$ cat config.mk
export PLATFORM = sky130hd
export DESIGN_NAME = mem_arbiter
export DESIGN_NICKNAME = d
export VERILOG_FILES = /design/src/rtl/mem_arb_pkg.sv /design/src/rtl/mem_arb_burst_counter.sv /design/src/rtl/mem_arbiter.sv
export SDC_FILE = /design/constraint.sdc
export NUM_CORES = 1
export LEC_CHECK = 0
export CAP_MARGIN = 5
export CORE_MARGIN = 2
export CORE_UTILIZATION = 35
export CTS_CLUSTER_SIZE = 8
export DETAILED_ROUTE_END_ITERATION = 8
export PLACE_DENSITY = 0.89
export SLEW_MARGIN = 40
export SYNTH_ARGS = -nofsm -noshare
export SYNTH_HDL_FRONTEND = slang
export SYNTH_SLANG_ARGS = --single-unit
$ cat constraint.sdc
create_clock -name clk -period 2 [get_ports clk]
set_clock_uncertainty 0.05 [all_clocks]
set_input_delay 0.4 -clock clk [delete_from_list [all_inputs] [get_ports clk]]
set_output_delay 0.4 -clock clk [all_outputs]
set_load 0.05 [all_outputs]
$ cat src/rtl/mem_arb_pkg.sv
// Shared types and constants for the two-port memory arbiter.
package mem_arb_pkg;

    localparam int ADDR_W_DEF    = 8;
    localparam int DATA_W_DEF    = 8;
    localparam int MAX_BURST_DEF = 4;

    typedef enum logic [1:0] {
        ST_IDLE = 2'd0,
        ST_OWN0 = 2'd1,
        ST_OWN1 = 2'd2
    } arb_state_t;

    localparam logic PORT0 = 1'b0;
    localparam logic PORT1 = 1'b1;

endpackage

$ cat src/rtl/mem_arb_burst_counter.sv
// Saturating count of consecutive grants held by the current owner.
module mem_arb_burst_counter
    import mem_arb_pkg::*;
#(
    parameter int MAX_BURST = MAX_BURST_DEF,
    parameter int CW        = $clog2(MAX_BURST + 1)
) (
    input  logic i_clk,
    input  logic i_rst_n,
    input  logic i_clear,
    input  logic i_inc,
    output logic o_at_limit
);

    localparam logic [CW-1:0] LIMIT    = CW'(MAX_BURST);
    localparam logic [CW-1:0] LIMIT_M1 = CW'(MAX_BURST - 1);

    logic [CW-1:0] r_count;

    // Count register: clear wins over increment, holds at LIMIT.
    always_ff @(posedge i_clk or negedge i_rst_n) begin
        if (!i_rst_n) begin
            r_count <= '0;
        end else if (i_clear) begin
            r_count <= '0;
        end else if (i_inc && (r_count != LIMIT)) begin
            r_count <= r_count + CW'(1);
        end
    end

    // High when a grant taken now makes (or keeps) the burst at its limit.
    assign o_at_limit = (r_count == LIMIT_M1) || (r_count == LIMIT);

endmodule

$ cat src/rtl/mem_arbiter.sv
// Two-port arbiter for one synchronous-read memory port with a burst limit.
// Build option MEM_ARB_RR_EN: round-robin IDLE tie-break instead of port-0 priority.
module mem_arbiter
    import mem_arb_pkg::*;
#(
    parameter int ADDR_W    = ADDR_W_DEF,
    parameter int DATA_W    = DATA_W_DEF,
    parameter int MAX_BURST = MAX_BURST_DEF
) (
    input  logic              clk,
    input  logic              reset,
    input  logic              m0_req,
    input  logic [ADDR_W-1:0] m0_addr,
    input  logic [DATA_W-1:0] m0_wdata,
    input  logic              m0_write,
    output logic              m0_gnt,
    output logic              m0_rvalid,
    output logic [DATA_W-1:0] m0_rdata,
    input  logic              m1_req,
    input  logic [ADDR_W-1:0] m1_addr,
    input  logic [DATA_W-1:0] m1_wdata,
    input  logic              m1_write,
    output logic              m1_gnt,
    output logic              m1_rvalid,
    output logic [DATA_W-1:0] m1_rdata,
    output logic [ADDR_W-1:0] mem_address,
    output logic [DATA_W-1:0] mem_to_memory,
    output logic              mem_write,
    output logic              mem_en,
    input  logic [DATA_W-1:0] mem_from_memory
);

    arb_state_t        r_state;
    arb_state_t        w_next;
    logic              r_last_owner;
    logic              r_rvalid0;
    logic              r_rvalid1;
    logic [DATA_W-1:0] r_rdata0;
    logic [DATA_W-1:0] r_rdata1;
    logic              w_gnt0;
    logic              w_gnt1;
    logic              w_cnt_clear;
    logic              w_cnt_inc;
    logic              w_at_limit;
    logic              w_tie1;

`ifdef MEM_ARB_RR_EN
    assign w_tie1 = (r_last_owner == PORT0);
`else
    assign w_tie1 = 1'b0;
`endif

    mem_arb_burst_counter #(
        .MAX_BURST (MAX_BURST)
    ) u_burst (
        .i_clk      (clk),
        .i_rst_n    (reset),
        .i_clear    (w_cnt_clear),
        .i_inc      (w_cnt_inc),
        .o_at_limit (w_at_limit)
    );

    // Next-state, grant and burst-counter control.
    always_comb begin
        w_next      = r_state;
        w_gnt0      = 1'b0;
        w_gnt1      = 1'b0;
        w_cnt_clear = 1'b0;
        w_cnt_inc   = 1'b0;
        case (r_state)
            ST_IDLE: begin
                w_cnt_clear = 1'b1;
                if (m0_req && m1_req) begin
                    w_next = w_tie1 ? ST_OWN1 : ST_OWN0;
                end else if (m0_req) begin
                    w_next = ST_OWN0;
                end else if (m1_req) begin
                    w_next = ST_OWN1;
                end else begin
                    w_next = ST_IDLE;
                end
            end
            ST_OWN0: begin
                if (m0_req) begin
                    w_gnt0    = 1'b1;
                    w_cnt_inc = 1'b1;
                    if (m1_req && w_at_limit) begin
                        w_next      = ST_OWN1;
                        w_cnt_clear = 1'b1;
                    end else begin
                        w_next = ST_OWN0;
                    end
                end else begin
                    w_cnt_clear = 1'b1;
                    w_next      = m1_req ? ST_OWN1 : ST_IDLE;
                end
            end
            ST_OWN1: begin
                if (m1_req) begin
                    w_gnt1    = 1'b1;
                    w_cnt_inc = 1'b1;
                    if (m0_req && w_at_limit) begin
                        w_next      = ST_OWN0;
                        w_cnt_clear = 1'b1;
                    end else begin
                        w_next = ST_OWN1;
                    end
                end else begin
                    w_cnt_clear = 1'b1;
                    w_next      = m0_req ? ST_OWN0 : ST_IDLE;
                end
            end
            default: begin
                w_cnt_clear = 1'b1;
                w_next      = ST_IDLE;
            end
        endcase
    end

    // Memory port mux; everything parks at zero when nobody is granted.
    always_comb begin
        mem_en        = w_gnt0 | w_gnt1;
        mem_write     = 1'b0;
        mem_address   = '0;
        mem_to_memory = '0;
        if (w_gnt0) begin
            mem_write     = m0_write;
            mem_address   = m0_addr;
            mem_to_memory = m0_wdata;
        end else if (w_gnt1) begin
            mem_write     = m1_write;
            mem_address   = m1_addr;
            mem_to_memory = m1_wdata;
        end else begin
            mem_write     = 1'b0;
        end
    end

    // State, owner history and read-return registers.
    always_ff @(posedge clk or negedge reset) begin
        if (!reset) begin
            r_state      <= ST_IDLE;
            r_last_owner <= PORT1;
            r_rvalid0    <= 1'b0;
            r_rvalid1    <= 1'b0;
            r_rdata0     <= '0;
            r_rdata1     <= '0;
        end else begin
            r_state   <= w_next;
            r_rvalid0 <= w_gnt0 & ~m0_write;
            r_rvalid1 <= w_gnt1 & ~m1_write;
            if (w_gnt0) begin
                r_last_owner <= PORT0;
            end else if (w_gnt1) begin
                r_last_owner <= PORT1;
            end
            if (r_rvalid0) begin
                r_rdata0 <= mem_from_memory;
            end
            if (r_rvalid1) begin
                r_rdata1 <= mem_from_memory;
            end
        end
    end

    // Read data is live from memory in the rvalid cycle, then held.
    assign m0_rdata  = r_rvalid0 ? mem_from_memory : r_rdata0;
    assign m1_rdata  = r_rvalid1 ? mem_from_memory : r_rdata1;
    assign m0_rvalid = r_rvalid0;
    assign m1_rvalid = r_rvalid1;
    assign m0_gnt    = w_gnt0;
    assign m1_gnt    = w_gnt1;

endmodule

==> results.txt, run 1 <==
The run finished, with violations left. The final reports fail on setup timing. The proportion of power drawn by flip-flops and latches was 19.7%; the net switching power was 0.00160 W. The initialized floorplan defines 21 standard-cell rows. In this design, the stage delay of the slowest critical-path cell is 440 ps.

In this run the worst hold path is classified as input port to async pin. In this run, synthesis inferred 0 flip-flops with an integrated enable. Compared with the post-synthesis result, the final layout area differs by 127%.

The final weighted congestion in routability-driven placement came out at 0.769. The number of synthesized register bits came out at 23. After layout, the minimum clock period comes to 2260 ps. The run gives 1550 ps as the required time of the worst setup path.

Type of the worst setup path: flip-flop to primary output. For the highest clock rate, the log shows 443 MHz. After synthesis, the share of flip-flops with an asynchronous set or reset is 100%. Largest area contributor in the netlist: sky130_fd_sc_hd__dfrtp_1.

The run gives 0.00200 W as the total internal power. The quantity of I/O buffers inserted on ports is 83, and the count of cell types in the netlist is 24. For the remaining number of nets flagged by the antenna check after routing, the log shows 0. The die is 63.8 µm tall. Library cell contributing the largest single delay on the critical path: sky130_fd_sc_hd__dfrtp_1. Ranked by total cell area, the synthesized netlist is headed by sky130_fd_sc_hd__dfrtp_1 46%, sky130_fd_sc_hd__mux2_2 14%, sky130_fd_sc_hd__a22o_1 12%, sky130_fd_sc_hd__ha_1 6.0%, sky130_fd_sc_hd__inv_1 2.7%. The tools report the minimum setup slack in the final design as -257 ps. The most used flip-flop cell after synthesis is sky130_fd_sc_hd__dfrtp_1.

STA classifies the critical path endpoint as a primary output. The number of pins with negative max-slew slack in the final report is 0. In this run the clock root is driven by a sky130_fd_sc_hd__clkbuf_4. The first global-routing pass estimated 8190 µm of wire. The combinational fraction of design power was 73.9%; the share of cells above drive strength 1 was 53.6%.

The number of I/O pins was 84; the final total negative setup slack was -4130 ps. The HPWL after detailed placement is 3640 µm. The number of global-route vias before repair came out at 1452. The netlist area before placement was 1250 µm²; the number of warning messages in the yosys log was 0. Clock latency on the worst-skew pair, taken at its later pin, is 340 ps. The total clock buffers created by CTS came out at 3. Library cell with the highest instance count after synthesis: sky130_fd_sc_hd__dfrtp_1. The clock passes through at most 2 buffers. The first detailed-routing pass ran for 4 iterations. Summing the areas of all and, or, nand and nor instances in the mapped netlist gives 5.09% of the synthesized area.

Averaged over all synthesized cells, the footprint is 11.7 µm². The run gives 39 as the number of DRC markers in iteration 0. The overall fraction of global-route tracks in use came out at 26.7%.

The critical path goes through inv_2 -> ha_4 -> and2_4 -> buf_6 -> a22o_2 -> buf_12. The starting density of the core was 37.0%; the total inserted antenna cells was 0. For the pin with the worst max-slew slack, the measured transition is 435 ps. The number of buffers inserted for hold repair after clock tree synthesis is 0. In the synthesized netlist, mux cells make up 17.2% of the area. The logs give 0.822 mV for the peak ir drop on the vdd network and 19 for the total of endpoints with negative setup slack in the final report. After detailed routing, the average wire length per cell comes to 20.7 µm. Summing all flip-flop and latch instances after layout gives 579 µm². Of the total power, the clock network draws 6.4%. Using the TritonRoute via totals, the vias-per-cell ratio works out to 5.17. Max-cap violations in this run came to 0.

Summing over every cut layer, the via total after detailed routing is 1318. Global routing finished with a remaining overflow of 0. In the routed design, unresolved DRC markers number 0.

The power per unit of standard cell area was 1270 nW/µm²; the number of nets produced by synthesis was 159. Wires add up to 5290 µm. The post-synthesis cell count came out at 107.

The logs give 0 for the number of hold-slack violations in the final timing report and 0 for the initial antenna violation count. Dividing the final minimum period by the clock period gives 113%. Clock-pin slew was measured on the worst setup and hold paths at 150 ps. The area fraction of the dominant cell type after synthesis was 46.0%. Of the total synthesized cell area, the portion taken by XOR and XNOR cells is 0%.

The startpoint kind of the worst setup timing path is a flip-flop. TritonCTS built the clock tree. The completed layout was analyzed and its total power is 0.00360 W. The compound-gate portion of the synthesized area came out at 20.7%. Total area of multi-input combinational cells: 759 µm². Number of nets in the layout: 262.

Setup repair after global routing could not meet its margin everywhere. The clock net in this run drives a total of 23 sinks. Of all nets on the critical path, the largest fanout is 19. Of the synthesized area, sequential elements account for 46.0%.

Measured against its own limit, the worst slew margin works out to 70.2%. The leakage component of the power is 1.24 nW, and the overall die width is 63.8 µm. For the CTS H-tree depth, the log shows 1.

The logs give 24 for the largest net degree at the start of global routing and 4070 µm² for the full die area. The largest family of logic cells by synthesized area was compound AO/OA/AOI/OAI gates. Data arrives at the worst endpoint at 1810 ps. The fraction of the mapped netlist area in adder cells is 5.99%, and the switching part of the total is 44.4%. The layout has 156 filler cells. The core area is 3390 µm². After synthesis, the most frequently instantiated cells are 23 x sky130_fd_sc_hd__dfrtp_1, 17 x sky130_fd_sc_hd__a22o_1, 16 x sky130_fd_sc_hd__mux2_2.
repair_timing:
action | CTS | global route
setup buffers | 9 | 4
resized for setup | 25 | 10
cloned | 1 | 0
pin swaps | 6 | 4
endpoints found under the setup margin | 19 | 37
metal layers:
metal | global-route usage, % | wire (µm)
met1 | 31.5 | 1990
met5 | 0 | 0
met3 | 5.11 | 262
met2 | 47.5 | 2890
met4 | 10.3 | 153
worst max-delay path: cells and delay by family, from the launching register on:
| kind | cells | cell delay, ps |
|---|---|---|
| buffers and inverters | 3 | 400 |
| and+or+nand+nor | 1 | 150 |
| adders and majority gates | 1 | 160 |
| AOI/OAI and AO/OA | 1 | 310 |
| DFF | 1 | 440 |
sequential cells by signal (all words and copies together) (netlist names):
signal           count
m1_rvalid            1
m0_rvalid            1
u_burst.r_count      3
r_state              2
r_rdata1             8
r_rdata0             8
cell type report:
| cell class | count | share of cell area, % |
|---|---|---|
| timing repair buffer | 103 | 48.6 |
| multi-input combinational | 70 | 26.7 |
| sequential | 23 | 20.4 |
| tap | 46 | 2.03 |
| inverter | 9 | 1.28 |
| clock buffer | 3 | 0.793 |
| clock inverter | 1 | 0.176 |
cell families (layout without fill, tap and decap cells):
kind of cell	count (synthesis)	in the layout
adder cells (fa/ha/maj)	6	6
multiplexers	19	19
AND/OR/NAND/NOR	12	12
flip-flops	23	23
AO/OA/AOI/OAI	33	33
buffers and inverters	14	116
stage by stage:
stage	util, %	hold WS (ps)	cell area (µm²)	std cells	setup slack (ps)
2_1_floorplan	-	54.4	1260	107	-23.5
3_3_place_gp	75.7	468	2570	241	-75.5
3_5_place_dp	75.7	475	2570	241	-111
4_1_cts	82.9	381	2810	255	-211
5_1_grt	83.8	358	2840	255	-316
6_report	83.8	345	2840	255	-257
worst paths after layout:
path	start	end	slack, ps	depth (start not counted)
min in group clk	r_rdata0[1]	r_rdata0[1]	500	1
hold / removal	reset	r_state[1]	340	2
setup / recovery	r_state[1]	mem_address[1]	-260	6
setup reg to reg	r_state[1]	u_burst.r_count[2]	110	10
max in group asynchronous	reset	r_rdata1[1]	1310	2
hold reg to reg	r_rdata0[1]	r_rdata0[1]	500	1
layout by cell type, fill, tap and decap left out, types with 5 or more instances in the layout:
master                            instances
sky130_fd_sc_hd__clkdlybuf4s50_1         45
sky130_fd_sc_hd__buf_12                  37
sky130_fd_sc_hd__dfrtp_1                 20
sky130_fd_sc_hd__mux2_2                  16
sky130_fd_sc_hd__buf_4                   16
sky130_fd_sc_hd__a22o_4                  10
sky130_fd_sc_hd__a22o_2                   7
sky130_fd_sc_hd__inv_1                    5
sky130_fd_sc_hd__a21oi_1                  5
power groups by stage:
| stage | clock, W | combinational (W) | sequential (W) |
|---|---|---|---|
| 4_1_cts | 0.000220 | 0.00262 | 0.000701 |
| 5_1_grt | 0.000260 | 0.00274 | 0.000725 |
| 3_5_place_dp | 0 | 0.00248 | 0.000709 |
| 2_1_floorplan | 0 | 0.00122 | 0.000692 |
| 6_report | 0.000232 | 0.00266 | 0.000708 |
| 3_3_place_gp | 0 | 0.00241 | 0.000697 |
No activity file was read; power rests on OpenSTA's default activity.
==> inputs of run 2 (changes only) <==
Settings changed: CORE_UTILIZATION 35 to 23, PLACE_DENSITY 0.89 to 0.66.
==> results.txt, run 2 (same netlist as run 1, synthesis figures left out) <==
Dividing the detail-routed wire length by the instance count gives 13.8 µm. At the pin with the least slew margin, the transition time is 414 ps. The tree is rooted in a sky130_fd_sc_hd__clkbuf_8. For this run, the total global-route usage over all layers was measured as 12.9%. The minimum setup slack in the final design was -162 ps; the total inserted antenna cells was 0.

Once detailed placement completed, the half-perimeter wirelength came to 2920 µm. Summing all placed instances gives a cell area of 2660 µm². Quantity of I/O buffers inserted on ports: 83.

The classification of the worst-slack hold path was input port to async pin. For the area of all placed cells without fillers, the log shows 2910 µm². The critical path is of the input port to primary output type.

For the clock group share of total power, the log shows 7.9%. The checks that failed: setup timing. Clock tree synthesis found a total of 23 sinks. The tool flagged a number of max-cap violations equal to 0. Setup repair after global routing could not meet its margin everywhere.

The die is 77.8 µm wide. After clock tree synthesis, the clock-pin slew on the worst setup and hold paths is 80 ps. For the worst setup path, the data arrival time is 1710 ps. The number of global-route vias before repair came out at 1325. The share of cells above drive strength 1 was 48.8%; the final routed wirelength across all metal layers was 3860 µm. The logs give 1.27 nW for the leakage component of the power and 3 for the total clock buffers created by CTS.

Including well taps, the total number of placed cells is 268. Most frequent cell on the critical path: sky130_fd_sc_hd__buf_12. Share of the clock period used by the worst path after layout: 108%. STA classifies the critical path endpoint as a primary output. The launch instance of the worst register-to-register path was r_state[1]. The critical path contains buffers and inverters numbering 4 combined.

The register-to-register setup slack is 390 ps. Summed over all nets, the switching power comes to 0.00150 W. No sink is reached through more buffers than the 2 on the longest clock path.

The run finished, with violations left. The tools report the required time of the worst setup path as 1550 ps. The logs give 1270 for the total via count in the routed design and 0 for the remaining number of nets flagged by the antenna check after routing.

The insertion delay to the later sink of the worst-skew pair is 260 ps. The worst register-to-register path ends at u_burst.r_count[2]. The run gives 463 MHz as the highest clock rate.

The initial antenna violation count is 0, and the post-route DRC violation count is 0. At the end of routability-driven placement, the weighted congestion stood at 0.691. For the first-pass iteration count of the detailed router, the log shows 4. The largest stage delay on the critical path came out at 530 ps. The count of cells along the worst register-to-register path was 8; the via count normalized by instance count was 4.55.

The signal on the critical path passes through clkdlybuf4s50_1 -> nand2_4 -> nor2_4 -> buf_6 -> buf_12 -> a22o_1 -> buf_12. The die height came out at 77.8 µm. After the flow finishes, the layout carries non-filler instances totaling 279. The maximum fanout along the worst path works out to 5.

The number of hold-slack violations in the final timing report was 0; the core area was 5170 µm². The final total negative setup slack was -1920 ps. The power per unit of standard cell area is 1220 nW/µm². The most common cell after layout, fill and taps aside was sky130_fd_sc_hd__clkdlybuf4s50_1.

The total power of the final layout was 0.00355 W; the minimum period implied by the final worst setup slack was 2160 ps. The total internal power is 0.00205 W. The first global-routing pass estimated 6240 µm of wire. Setup violations remaining at the end of the flow were counted as 17.

The standard-cell row count was 26. The net count of the finished layout is 262. The switching part of the total is 42.2%. The die covers 6050 µm². In this run the tightest slew margin relative to its limit is 72.4%. TritonCTS built the clock tree. The run gives 0 as the overall overflow remaining after global route.

The run gives 19.6% as the proportion of power drawn by flip-flops and latches. The largest registers in the layout are r_rdata0: 8 flops, r_rdata1: 8 flops, u_burst.r_count: 3 flops. Entering global routing, the biggest net connects 24 pins.

In this run, the combinational gates consume 72.5% of the power. The startpoint kind of the worst setup timing path was an input port. For this configuration, the core starts out at a cell density of 24.2%. At the placement stage, the worst setup path has a slack of -147 ps. For this design the top-level I/O count stands at 84. Among cell families on the critical path, the largest total delay comes from buffers and inverters. After the first detailed-routing iteration, the DRC count stood at 42.

Leaving out fill and tap cells, the most frequent cells in the layout are 44 x sky130_fd_sc_hd__clkdlybuf4s50_1, 39 x sky130_fd_sc_hd__buf_12, 22 x sky130_fd_sc_hd__dfrtp_1. The area growth from synthesis to layout works out to 133%. The tools report the number of pins with negative max-slew slack in the final report as 0. The library cell contributing the largest single delay on the critical path is sky130_fd_sc_hd__clkdlybuf4s50_1. IR analysis of the VDD net gives a maximum drop of 0.559 mV.

For the CTS H-tree depth, the log shows 1. The count of fill cells added during filler insertion came out at 434.
run 2: worst reg2reg max path, cell delays in order, from the launching register on:
cell and delay, ps:
sky130_fd_sc_hd__dfrtp_1 410, sky130_fd_sc_hd__buf_6 130, sky130_fd_sc_hd__ha_4 160, sky130_fd_sc_hd__buf_4 150
sky130_fd_sc_hd__a22oi_2 160, sky130_fd_sc_hd__inv_2 70, sky130_fd_sc_hd__buf_4 150, sky130_fd_sc_hd__a21oi_1 140
sky130_fd_sc_hd__a311oi_1 60
run 2: final cells by class:
| class | instances | area, µm² | share of cell area (%) |
|---|---|---|---|
| repair buffers | 103 | 1410 | 48.3 |
| inverters | 9 | 33.8 | 1.16 |
| well taps | 70 | 87.6 | 3.01 |
| clock buffers | 4 | 45.0 | 1.55 |
| multi-input cells | 70 | 763 | 26.2 |
| flip-flops and latches | 23 | 577 | 19.8 |
run 2: worst max path at each step:
stage,start,endpoint,cells after the start
after floorplan,r_state[1],mem_address[0],6
after global placement,m0_req,mem_to_memory[4],6
after detailed placement,m0_req,mem_address[1],6
after CTS,r_state[1],mem_to_memory[1],6
after global routing,r_state[1],mem_to_memory[3],8
final,m1_req,mem_to_memory[3],7
run 2: stage by stage:
| stage | hold WS (ps) | util, % |
|---|---|---|
| 2_1_floorplan | 54.4 | - |
| 3_3_place_gp | 469 | 51.4 |
| 3_5_place_dp | 476 | 51.4 |
| 4_1_cts | 450 | 56.3 |
| 5_1_grt | 482 | 56.3 |
| 6_report | 442 | 56.3 |
run 2: power groups by stage:
stage / combinational, W / sequential [W] / clock [W]
CTS: 0.00258 / 0.000697 / 0.000293
finish: 0.00257 / 0.000695 / 0.000281
floorplan: 0.00122 / 0.000692 / 0
detailed placement: 0.00247 / 0.000704 / 0
global placement: 0.00245 / 0.000694 / 0
global route: 0.00266 / 0.000709 / 0.000311
run 2: per-layer routing:
metal,up-vias,routed length [µm],global-route usage (%)
met4,0,94,5.71
met2,54,2010,22.3
met5,-,0,0
met3,6,238,2.21
met1,609,1510,15.4
li1,601,-,-
run 2: what timing repair did:
action	4_1_cts	5_1_grt
resized for setup	28	5
setup endpoints to repair	18	19
cloned	2	0
pin swaps	7	5
hold buffers	0	0
setup buffers	6	1
==> inputs of run 3 (changes only) <==
Settings changed: PLACE_DENSITY 0.66 to 0.53, SLEW_MARGIN 40 to default.
==> results.txt, run 3 (same netlist as run 1, synthesis figures left out) <==
The overall overflow remaining after global route came out at 0. For the worst setup path, the data arrival time is 1720 ps. The worst setup path is launched from a flip-flop.

In this run the tool buffered the top-level ports with 83 buffer cells. The tree is rooted in a sky130_fd_sc_hd__clkbuf_8. The overall die width is 77.8 µm, and the CTS H-tree depth is 1. Detailed routing inserted a total of 1281 vias. Total clock buffers created by CTS: 3.

The worst hold path belongs to the class input port to async pin. The peak ir drop on the vdd network is 0.655 mV, and the post-route DRC violation count is 0. The worst register-to-register path begins at r_state[1].

In this design, the stage delay of the slowest critical-path cell is 420 ps. Once layout is complete, the cells apart from fillers number 284. Starting density of the core: 24.2%. After layout, the minimum clock period comes to 2170 ps.

The number of buffers inserted for hold repair after clock tree synthesis is 0, and the total of endpoints with negative setup slack in the final report is 21. The most numerous cell type found on the critical path is sky130_fd_sc_hd__buf_12. After routing, the total negative slack on setup checks comes to -2490 ps. For the number of hold-slack violations in the final timing report, the log shows 0. The number of I/O pins is 84, and the count of cells along the worst register-to-register path is 11. The share of cells above drive strength 1 is 52.8%. The tools report the register-to-register setup slack as -140 ps. 0 antenna diodes ended up in the layout.

The initial antenna violation count came out at 0. For the full die area, the log shows 6050 µm². In this run the power density over the cells is 1230 nW/µm². For this run, the post-layout net count is 267. Overall fraction of global-route tracks in use: 15.2%. The run finished, with violations left. The detailed router finished its first iteration with 35 violations. The largest registers in the layout are r_rdata0: 8 flops, r_rdata1: 8 flops, u_burst.r_count: 3 flops. The share of the clock period used by the worst path after layout was 108%; the minimum setup slack in the final design was -166 ps. The final routed wirelength across all metal layers is 4520 µm, and the remaining number of nets flagged by the antenna check after routing is 0.

From bottom edge to top edge, the die measures 77.8 µm. The critical path is of the flip-flop to primary output type. The logs give 0.802 for the final weighted congestion in routability-driven placement and 3370 µm for the placed wire-length estimate. The signal on the critical path passes through inv_2 -> ha_4 -> and2_4 -> nor2_4 -> buf_6 -> buf_12 -> a22o_4 -> buf_12. In this run the tightest slew margin relative to its limit is 71.7%. For the insertion delay to the later sink of the worst-skew pair, the log shows 260 ps. The actual slew at the worst max-slew pin is 413 ps. Leaving out fill and tap cells, the most frequent cells in the layout are 44 x sky130_fd_sc_hd__clkdlybuf4s50_1, 37 x sky130_fd_sc_hd__buf_12, 23 x sky130_fd_sc_hd__dfrtp_1.

TritonCTS built the clock tree. Based on the critical path, the design can be clocked at up to 462 MHz. The clock passes through at most 2 buffers. The standard-cell row count was 26.

Setup repair after global routing could not meet its margin everywhere. The top cell family by delay on the critical path is buffers and inverters. The max-capacitance violation count was 0. In the routed layout, each cell is associated on average with a via count of 4.51. The pre-antenna-repair detailed-routing pass consisted of 4 iterations. Once placement completed, the tool counted placed cells totaling 266. The tools report the leakage component of the power as 1.30 nW. The checks that failed: setup timing. The required time of the worst setup path is 1550 ps, and the clock sink count is 23. For the number of pins with negative max-slew slack in the final report, the log shows 0. Counting both buffers and inverters, the worst setup path holds a total of 4. The run gives 1433 as the number of global-route vias before repair. The worst setup path is captured at a primary output. The region available for standard cell placement spans 5170 µm². After detailed routing, the average wire length per cell comes to 15.9 µm.

Clock-pin slew was measured on the worst setup and hold paths at 80 ps. Relative to the synthesized area, the layout overhead comes to 137%. The slowest stage of the critical path is the sky130_fd_sc_hd__dfrtp_1 cell. Of all nets on the critical path, the largest fanout is 5. Leaving out fill and tap cells, the most frequent cell in the layout is sky130_fd_sc_hd__clkdlybuf4s50_1. In this run the critical register-to-register path is captured at u_burst.r_count[2]. For the first-pass GRT wire length, the log shows 7380 µm.

After filler insertion, the fill cell instance count of the layout stands at 424. Final worst hold slack: 451 ps. Entering global routing, the biggest net connects 24 pins.
[run 3: changes by cell type in the layout (fill, tap and decap cells not counted), moves of 2 or more]
| cell | before | now |
|---|---|---|
| sky130_fd_sc_hd__buf_4 | 14 | 21 |
| sky130_fd_sc_hd__a22o_1 | 5 | 3 |
| sky130_fd_sc_hd__a22o_4 | 12 | 14 |
| sky130_fd_sc_hd__buf_12 | 39 | 37 |
[run 3: worst max path at each step]
| stage | startpoint | slack (ps) | cells after the start | to |
|---|---|---|---|---|
| 2_1_floorplan | r_state[1] | -20 | 6 | mem_address[0] |
| 5_1_grt | r_state[1] | -240 | 8 | mem_to_memory[1] |
| 6_report | r_state[1] | -170 | 8 | mem_address[5] |
| 3_3_place_gp | m0_req | -70 | 5 | mem_write |
| 3_5_place_dp | m0_req | -120 | 5 | mem_to_memory[7] |
| 4_1_cts | r_state[1] | -160 | 8 | mem_to_memory[3] |
[run 3: where the power goes]
group	internal (W)	switching (W)
clock network	0.000138	0.000136
logic	0.00132	0.00134
registers	0.000639	0.0000649
total	0.00209	0.00154
[run 3: final cells by class]
cell class                      count  area, µm²  share of cell area [%]
Sequential cell                    23        576                    19.4
Timing Repair Buffer              108       1420                    47.9
Tap cell                           70       87.6                    2.95
Multi-Input combinational cell     70        801                    27.0
Inverter                            9       33.8                    1.14
Clock inverter                      1       5.00                   0.169
Clock buffer                        3       41.3                    1.39
[run 3: what timing repair did]
item | 4_1_cts | 5_1_grt
cloned | 2 | 0
pin swaps | 8 | 6
resized for setup | 31 | 8
setup endpoints to repair | 18 | 23
buffers inserted | 13 | 1
[run 3: stage by stage]
| step | setup WS (ps) | total power, W | instance area, µm² | util [%] |
|---|---|---|---|---|
| finish | -166 | 0.00364 | 2960 | 57.3 |
| global route | -241 | 0.00381 | 2960 | 57.3 |
| CTS | -160 | 0.00363 | 2930 | 56.6 |
| detailed placement | -120 | 0.00318 | 2600 | 50.3 |
| global placement | -74.2 | 0.00314 | 2600 | 50.3 |
| floorplan | -23.5 | 0.00191 | 1260 | - |
[run 3: metal layers]
| metal | vias to the layer above | track usage, % | routed length [µm] | part of all wire (%) |
|---|---|---|---|---|
| met5 | - | 0 | 0 | 0 |
| met4 | 0 | 2.86 | 51 | 1.1 |
| met3 | 4 | 1.63 | 161 | 3.6 |
| met2 | 34 | 29.7 | 2590 | 57 |
| met1 | 629 | 17.7 | 1710 | 38 |
| li1 | 614 | - | - | - |
